### config.mk
export PLATFORM = sky130hd
export DESIGN_NAME = dmem_arbiter
export DESIGN_NICKNAME = d
export VERILOG_FILES = /design/src/rtl/dmem_arbiter.sv
export SDC_FILE = /design/constraint.sdc
export NUM_CORES = 1
export LEC_CHECK = 0
export ABC_AREA = 1
export BUFFER_PORTS_ARGS = -buffer_cell sky130_fd_sc_hd__buf_4
export CAP_MARGIN = 20
export CORE_AREA = 4 4 83 85
export CTS_BUF_LIST = sky130_fd_sc_hd__clkbuf_4
export CTS_CLUSTER_SIZE = 30
export DETAILED_ROUTE_END_ITERATION = 8
export DIE_AREA = 0 0 87 89
export HOLD_SLACK_MARGIN = 0.06
export PLACE_DENSITY = 0.74
export RECOVER_POWER = 25
export SLEW_MARGIN = 10
export SYNTH_ARGS = -nofsm -noshare
export SYNTH_HDL_FRONTEND = slang
export SYNTH_SLANG_ARGS = --single-unit
### constraint.sdc
create_clock -name clk -period 2.5 [get_ports clk]
set_clock_uncertainty 0.05 [all_clocks]
set_input_delay 0.25 -clock clk [delete_from_list [all_inputs] [get_ports clk]]
set_output_delay 0.25 -clock clk [all_outputs]
set_load 0.05 [all_outputs]
### src/rtl/dmem_arbiter.sv
// Two-requester data-memory arbiter (processor = 0, UART = 1) with hold-limited fairness and owner lock.
// Optional access/stall statistics counters are built only when DMEM_ARB_STATS_EN is defined.
module dmem_arbiter #(
    parameter int DATA_WIDTH = 24,
    parameter int ADDR_WIDTH = 12,
    parameter int MAX_HOLD   = 16
) (
    input  logic                  clk,
    input  logic                  rstN,
    input  logic                  req0,
    input  logic                  req1,
    input  logic                  we0,
    input  logic                  we1,
    input  logic                  lock0,
    input  logic                  lock1,
    input  logic [ADDR_WIDTH-1:0] addr0,
    input  logic [ADDR_WIDTH-1:0] addr1,
    input  logic [DATA_WIDTH-1:0] wdata0,
    input  logic [DATA_WIDTH-1:0] wdata1,
    output logic                  gnt0,
    output logic                  gnt1,
    output logic                  rvalid0,
    output logic                  rvalid1,
    output logic [DATA_WIDTH-1:0] rdata,
    output logic [ADDR_WIDTH-1:0] mem_addr,
    output logic                  mem_wrEn,
    output logic [DATA_WIDTH-1:0] mem_dataIn,
    input  logic [DATA_WIDTH-1:0] mem_dataOut,
    output logic [15:0]           acc_cnt0,
    output logic [15:0]           acc_cnt1,
    output logic [15:0]           wait_cnt
);

    typedef enum logic [1:0] {
        IDLE = 2'd0,
        OWN0 = 2'd1,
        OWN1 = 2'd2
    } state_t;

    localparam logic [7:0] HOLD_LAST = 8'(MAX_HOLD - 1);

    state_t     stateReg, stateNext;
    logic       rrReg, rrNext;
    logic [7:0] holdReg, holdNext;
    logic [1:0] reqV, weV, accV, rvalidV;

    assign reqV  = {req1, req0};
    assign weV   = {we1, we0};
    assign gnt0  = (stateReg == OWN0);
    assign gnt1  = (stateReg == OWN1);
    assign accV  = {gnt1 & req1, gnt0 & req0};
    assign rdata = mem_dataOut;

    always_ff @(posedge clk or negedge rstN) begin
        if (!rstN) begin
            stateReg <= IDLE;
            rrReg    <= 1'b0;
            holdReg  <= 8'd0;
        end else begin
            stateReg <= stateNext;
            rrReg    <= rrNext;
            holdReg  <= holdNext;
        end
    end

    always_comb begin
        stateNext = stateReg;
        case (stateReg)
            IDLE: begin
                if (req0 && req1)
                    stateNext = rrReg ? OWN1 : OWN0;
                else if (req0)
                    stateNext = OWN0;
                else if (req1)
                    stateNext = OWN1;
            end
            OWN0: begin
                if (!req0)
                    stateNext = req1 ? OWN1 : IDLE;
                else if (req1 && !lock0 && holdReg == HOLD_LAST)
                    stateNext = OWN1;
            end
            OWN1: begin
                if (!req1)
                    stateNext = req0 ? OWN0 : IDLE;
                else if (req0 && !lock1 && holdReg == HOLD_LAST)
                    stateNext = OWN0;
            end
            default: stateNext = IDLE;
        endcase
    end

    // Leaving an owner state hands the round-robin preference to the other side.
    always_comb begin
        rrNext     = rrReg;
        holdNext   = holdReg;
        mem_wrEn   = 1'b0;
        mem_addr   = '0;
        mem_dataIn = '0;
        if (stateNext != stateReg) begin
            holdNext = 8'd0;
            if (stateReg == OWN0)
                rrNext = 1'b1;
            else if (stateReg == OWN1)
                rrNext = 1'b0;
        end else if (|accV) begin
            holdNext = holdReg + 8'd1;
        end
        if (accV[0]) begin
            mem_wrEn   = we0;
            mem_addr   = addr0;
            mem_dataIn = wdata0;
        end else if (accV[1]) begin
            mem_wrEn   = we1;
            mem_addr   = addr1;
            mem_dataIn = wdata1;
        end
    end

    genvar gi;
    generate
        for (gi = 0; gi < 2; gi++) begin : gRvalid
            logic rvalidReg;
            always_ff @(posedge clk or negedge rstN) begin
                if (!rstN)
                    rvalidReg <= 1'b0;
                else
                    rvalidReg <= accV[gi] & ~weV[gi];
            end
            assign rvalidV[gi] = rvalidReg;
        end
    endgenerate

    assign rvalid0 = rvalidV[0];
    assign rvalid1 = rvalidV[1];

`ifdef DMEM_ARB_STATS_EN
    logic [15:0] accCntV [2];
    logic [15:0] waitCntReg;

    generate
        for (gi = 0; gi < 2; gi++) begin : gAccCnt
            logic [15:0] cntReg;
            always_ff @(posedge clk or negedge rstN) begin
                if (!rstN)
                    cntReg <= 16'd0;
                else if (accV[gi] && cntReg != 16'hFFFF)
                    cntReg <= cntReg + 16'd1;
            end
            assign accCntV[gi] = cntReg;
        end
    endgenerate

    // One stall per cycle no matter how many requesters are waiting.
    always_ff @(posedge clk or negedge rstN) begin
        if (!rstN)
            waitCntReg <= 16'd0;
        else if ((|(reqV & ~accV)) && waitCntReg != 16'hFFFF)
            waitCntReg <= waitCntReg + 16'd1;
    end

    assign acc_cnt0 = accCntV[0];
    assign acc_cnt1 = accCntV[1];
    assign wait_cnt = waitCntReg;
`else
    assign acc_cnt0 = 16'd0;
    assign acc_cnt1 = 16'd0;
    assign wait_cnt = 16'd0;
`endif

endmodule

==> results.md, run 1 <==
* Status: complete, no violations
* Vias in the first global route at 1,817
* Clock power frac at 0.069
* Layout Utilization at 0.412
* Tot Pwr at 2.11 mW
* Syn avg cell area at 6.23 µm²
* Row cnt at 29
* DR pass1 iterations at 4
* Reg-to-Reg Start: stateReg[1]$_DFF_PN0_
* Worst hold start: we0
* Num CTS Buffers at 3
* Vias at 1,976
* Ant. Diodes at 0
* Drc violations at 0
* Root buffer cell: clkbuf_4
* Syn-to-layout area delta at 37.9%
* Die X at 87 µm
* Max clock buf depth at 2
* Setup TNS at 0 ns
* Clock Latency Late Sink at 0.29 ns
* Synth top area share at 0.292
* Cell count after placement at 463
* Top cells by area, synth: buf_4 29%, nand2_1 19%, dfrtp_1 18%
* Count of cell types in the netlist at 24
* Top sig layer: met4
* Met2 routed WL at 3.07 mm
* Largest net degree at the start of global routing at 33
* Worst setup EP type: primary output
* Critical path startpoint category: flop
* Combinational power share at 0.803
* Post-synth top cells: 92 x nand2_1, 72 x buf_4, 45 x nand3_1
* M1 WL at 2.18 mm
* Met3 wire length at 694 µm
* CP Class: reg2out
* Non-filler cells, final at 468
* Setup Slack @ Placement at 0.413 ns
* Initial antenna violation count at 0
* DR WL/cell at 12.8 µm
* First-pass GRT wire length at 8.43 mm
* Final hold vios at 0
* Final instance area at 2550 µm²
* Post-DP HPWL at 5.04 mm
* Peak supply drop at 0.586 mV
* Worst hold path class: in2reg
* Fin crit share at 0.937
* Achievable Freq at 427 MHz
* All-layer global routing usage at 0.135
* Post-Syn Instances at 297
* Seq cells post-synth at 13
* Arr. time, crit path at 2.04 ns
* Final hold slack at 0.0743 ns
* Int Power at 790 µW
* Buffers on Ports at 120
* GP Congestion at 0.813
* Worst-path fanout max at 23
* Placed Instance Area at 2510 µm²
* Routed Antenna Nets at 0
* Share of cells above drive strength 1 at 0.353
* Via/cell ratio at 4.22
* Synthesized area at 1850 µm²
* Cell with the most instances after synthesis: nand2_1
* Core ar. at 6200 µm²
* Iter 0 DRT Violations at 32
* CTS Sinks at 13
* RSZ-0062 raised after global routing: true
* Main flop type after synthesis: dfrtp_1
* Min Tclk post-route at 2.34 ns
* Die area at 7740 µm²
* Seq/Total Area, Yosys at 0.176
* # IOs at 217
* Initial Util at 0.298
* Largest area contributor in the netlist: buf_4
* Grt ovf at 0
* Nets@finish at 501
* Pwr dens at 826 nW/µm²
* Seq pwr share at 0.128
* Synth Warn # at 0
* Total wire length at 6.00 mm
* Crit path launch: stateReg[1]$_DFF_PN0_
* Endpoints failing setup at 0
* H-tree lvl count at 1
* Die Ht at 89 µm
* Filler Cell Count at 678
* Async set-reset flop share out of synthesis at 1.00
* Switching share of total power at 0.625
* Worst Slack Setup Final at 0.158 ns
* Leakage at 1.53 nW
* Postcts setup bufs at 0
* CTS tree: built
* P_sw at 1.32 mW
* Max-cap violation count at 0
* Critical path required time at 2.20 ns
* EDFF count, synth at 0
* Final Slew Violations at 0
* Clk slew on worst S/H paths at 0.08 ns
==> state kept, by name, indices dropped and copies added (netlist names) <==
signal	cells
stateReg	2
rvalid0	1
rrReg	1
rvalid1	1
holdReg	8
==> power groups by stage <==
stage	clock network, mW	registers (mW)	logic [mW]
floorplan	0	0.279	1.35
global placement	0	0.271	1.68
detailed placement	0	0.273	1.69
CTS	0.151	0.270	1.70
global route	0.159	0.274	1.82
finish	0.146	0.270	1.69
==> final cells by class <==
cell class,instances,area [µm²],area share
Timing Repair Buffer,125,970,0.380
Sequential cell,13,325,0.127
Inverter,16,62.6,0.0245
Multi-Input combinational cell,233,1070,0.419
Tap cell,77,96.3,0.0377
Clock buffer,4,30.0,0.0118
==> cells by family after synthesis <==
kind of cell               count (synthesis)  synth area share
other                                      1           0.00203
xor gates and xnor gates                   7            0.0331
buffers and inverters                     98             0.345
AOI/OAI and AO/OA                          6            0.0162
adders and majority gates                  5            0.0338
DFF                                       13             0.176
and+or+nand+nor                          167             0.395
==> path summary, 6_finish.rpt <==
check	slack, ns	depth (start not counted)	end
worst min-delay path	0.07	2	rvalid0$_DFF_PN0_
worst max-delay path	0.16	8	mem_addr[1]
worst max register to register	0.42	10	holdReg[7]$_DFFE_PN0P_
max in group asynchronous	1.94	2	holdReg[4]$_DFFE_PN0P_
min in group asynchronous	0.29	2	holdReg[3]$_DFFE_PN0P_
worst min register to register	0.43	2	rrReg$_DFFE_PN0P_
==> routing by layer <==
metal / vias to the layer above / track usage
met1: 871 / 0.160
met3: 6 / 0.0498
met2: 101 / 0.237
li1: 998 / -
met4: 0 / 0.0227
met5: - / 0
==> cells in the final DEF (no fill, tap or decap), drive strengths merged <==
cell type,netlist,routed
dfrtp,13,13
nor3,1,1
nand2,96,96
o21ai,1,1
nor3b,2,2
dlygate4sd3,0,1
xnor2,2,2
conb,1,48
clkbuf,5,4
ha,5,5
a21oi,5,5
buf,77,124
clkinv,1,1
inv,15,15
nand3,45,45
nor2,21,21
xor2,5,5
nand4,2,2
==> critical path, stage by stage (launching register included) <==
cell	delay, ns
dfrtp_1	0.45
inv_1	0.16
ha_1	0.27
nand2_2	0.16
inv_4	0.19
buf_12	0.18
nand2_1	0.08
nand2_1	0.07
buf_4	0.19
==> repair_timing <==
action                                 4_1_cts  5_1_grt
hold buffers                                 1        0
setup endpoints to repair                    0       24
gates resized for setup                      0        3
endpoints found under the hold margin       13        0
(Power assumes the default switching activity.)
==> inputs of run 2 (changes only) <==
--- a/config.mk
+++ b/config.mk
@@ -15,7 +15,7 @@
 export DIE_AREA = 0 0 87 89
 export HOLD_SLACK_MARGIN = 0.06
 export PLACE_DENSITY = 0.74
-export RECOVER_POWER = 25
+export RECOVER_POWER = 100
 export SLEW_MARGIN = 10
 export SYNTH_ARGS = -nofsm -noshare
 export SYNTH_HDL_FRONTEND = slang
==> run 2 against run 1 <==
Clock power hardly changed. Die area did not move. Fmax about the same. Utilization fell by 0.63 points. Setup slack barely moved. Sequential power about the same. Final cell count unchanged. Non-clock buffer count did not move. Final area shrank 1.5%.
==> results.md, run 2 (same netlist as run 1, synthesis figures left out) <==
* Critical path startpoint category: flop (unchanged)
* Iter 0 DRT Violations at 38 (was 32)
* # IOs at 217 (unchanged)
* Nets@finish at 501 (unchanged)
* Max FFs per register at 8 (unchanged)
* Fin crit share at 0.937 (about the same)
* Worst-path fanout max at 23 (unchanged)
* R2r worst-path depth at 10 (unchanged)
* Initial antenna violation count at 0 (unchanged)
* Worst hold path class: in2reg (unchanged)
* RSZ-0062 raised after global routing: true (unchanged)
* Share of cells above drive strength 1 at 0.338 (was 0.353)
* Peak supply drop at 0.531 mV (was 0.586 mV)
* Endpoints failing setup at 0 (unchanged)
* All-layer global routing usage at 0.135 (unchanged)
* Worst slew pin tran at 0.749 ns
* Max clock buf depth at 2 (unchanged)
* Layout Utilization at 0.405 (was 0.412)
* Largest net degree at the start of global routing at 33 (unchanged)
* Clk slew on worst S/H paths at 0.08 ns (about the same)
* DR WL/cell at 12.8 µm (about the same)
* Die Ht at 89 µm (unchanged)
* Max-cap violation count at 0 (unchanged)
* CTS tree: built (unchanged)
* CTS Sinks at 13 (unchanged)
* Status: complete, no violations (unchanged)
* Routed Antenna Nets at 0 (unchanged)
* Postcts setup bufs at 0 (unchanged)
* Root buffer cell: clkbuf_4 (unchanged)
* H-tree lvl count at 1 (unchanged)
* CP cell instances: inv_1 -> ha_1 -> nand2_2 -> inv_4 -> buf_12 -> nand2_1 -> nand2_1 -> buf_4 (unchanged)
* Filler Cell Count at 684 (was 678)
* Vias at 1,984 (was 1,976)
* Clock Latency Late Sink at 0.29 ns (about the same)
* Ant. Diodes at 0 (unchanged)
* GP Congestion at 0.813 (unchanged)
* Num CTS Buffers at 3 (unchanged)
* Cell count after placement at 463 (unchanged)
* Min Tclk post-route at 2.34 ns (about the same)
* Pwr dens at 819 nW/µm² (was 826 nW/µm²)
* Die X at 87 µm (unchanged)
* Via/cell ratio at 4.24 (was 4.22)
* Leakage at 1.50 nW (was 1.53 nW)
* Non-filler cells, final at 468 (unchanged)
* CP Class: reg2out (unchanged)
* DR pass1 iterations at 4 (unchanged)
* Die area at 7740 µm² (unchanged)
* Post-DP HPWL at 5.04 mm (unchanged)
* Buffers on Ports at 120 (unchanged)
* Most common library cell in the layout ignoring fill and taps: buf_4 (unchanged)
* WHS Path Cells at 2 (unchanged)
* First-pass GRT wire length at 8.43 mm (unchanged)
* Syn-to-layout area delta at 35.8% (was 37.9%)
* Largest regs: holdReg (8), stateReg (2) (unchanged)
* Critical path required time at 2.20 ns (about the same)
* Total wire length at 5.98 mm (was 6.00 mm)
* Final Slew Violations at 0 (unchanged)
* Slowest CP cell: dfrtp_1 (unchanged)
* Most frequent cells in the layout: 107 x buf_4, 93 x nand2_1, 48 x conb_1 (was 121 x buf_4, 92 x nand2_1, 48 x conb_1)
* Achievable Freq at 427 MHz (about the same)
* Worst path max stage delay at 0.45 ns (about the same)
* WP buf/inv at 4 (unchanged)
* WP depth at 8 (unchanged)
* Delay-heaviest family, CP: buffers and inverters (unchanged)
* Row cnt at 29 (unchanged)
* Core ar. at 6200 µm² (unchanged)
* Drc violations at 0 (unchanged)
* Worst setup EP type: primary output (unchanged)
* Grt ovf at 0 (unchanged)
* Vias in the first global route at 1,817 (unchanged)
* Arr. time, crit path at 2.04 ns (about the same)
* Worst path most repeated cell: nand2_1 (unchanged)
* Most flop-heavy register: holdReg (unchanged)
* Final hold vios at 0 (unchanged)
* Initial Util at 0.298 (unchanged)
* Worst rel slew slack at 0.500
run 2: cell count changes in the layout (fill, tap and decap cells not counted), sizes merged:
cell / before / now
clkbuf: 4 / 17
buf: 124 / 111
run 2: timing repair:
action / in CTS / in global routing
hold buffers: 1 / 0
gates resized for setup: 0 / 3
hold endpoints to repair: 13 / 0
setup endpoints to repair: 0 / 24
run 2: worst reg2reg max path: cells and delay by family, from the launching register on:
kind          cells  cell delay (ns)
fa+ha+maj         1             0.27
simple gates      6             0.96
buf+inv           2             0.23
flops             1             0.45
xor+xnor          1             0.18
run 2: report_power, final:
group | switching [mW] | leakage (nW) | total [mW] | internal (mW)
combinational | 1.20 | 1.31 | 1.64 | 0.447
clock | 0.0734 | 0.0184 | 0.146 | 0.0730
sequential | 0.0310 | 0.177 | 0.270 | 0.239
total | 1.30 | 1.50 | 2.06 | 0.758
run 2: stage by stage:
stage	setup slack (ns)	total power, mW	setup TNS (ns)	hold slack [ns]	area [µm²]
floorplan	0.0336	1.63	0	-0.0956	2030
global placement	0.396	1.95	0	0.0565	2510
detailed placement	0.413	1.97	0	0.0573	2510
CTS	0.0777	2.12	0	0.0663	2550
global route	-0.000953	2.21	-0.000953	0.0793	2510
finish	0.158	2.06	0	0.0738	2510
run 2: cell type report:
type,instances,area (µm²),area share
flip-flops and latches,13,325,0.129
clock buffers,4,30.0,0.0119
repair buffers,125,943,0.375
inverters,16,62.6,0.0249
multi-input cells,233,1060,0.420
well taps,77,96.3,0.0383
run 2: final timing paths:
| kind | startpoint | end | slack, ns |
|---|---|---|---|
| max | stateReg[1]$_DFF_PN0_ | mem_addr[1] | 0.16 |
| min in group asynchronous | rstN | holdReg[3]$_DFFE_PN0P_ | 0.49 |
| max in group asynchronous | rstN | holdReg[4]$_DFFE_PN0P_ | 1.45 |
| max reg2reg | stateReg[1]$_DFF_PN0_ | holdReg[7]$_DFFE_PN0P_ | 0.31 |
| min reg2reg | rrReg$_DFFE_PN0P_ | rrReg$_DFFE_PN0P_ | 0.43 |
| min | we0 | rvalid0$_DFF_PN0_ | 0.07 |
run 2: routing by layer:
layer  part of all wire  global-route usage  vias up
met5                  0                   0        -
met4              0.013              0.0227        0
met3               0.11              0.0498        8
met2               0.51               0.237       97
met1               0.37               0.160      882
li1                   -                   -      997
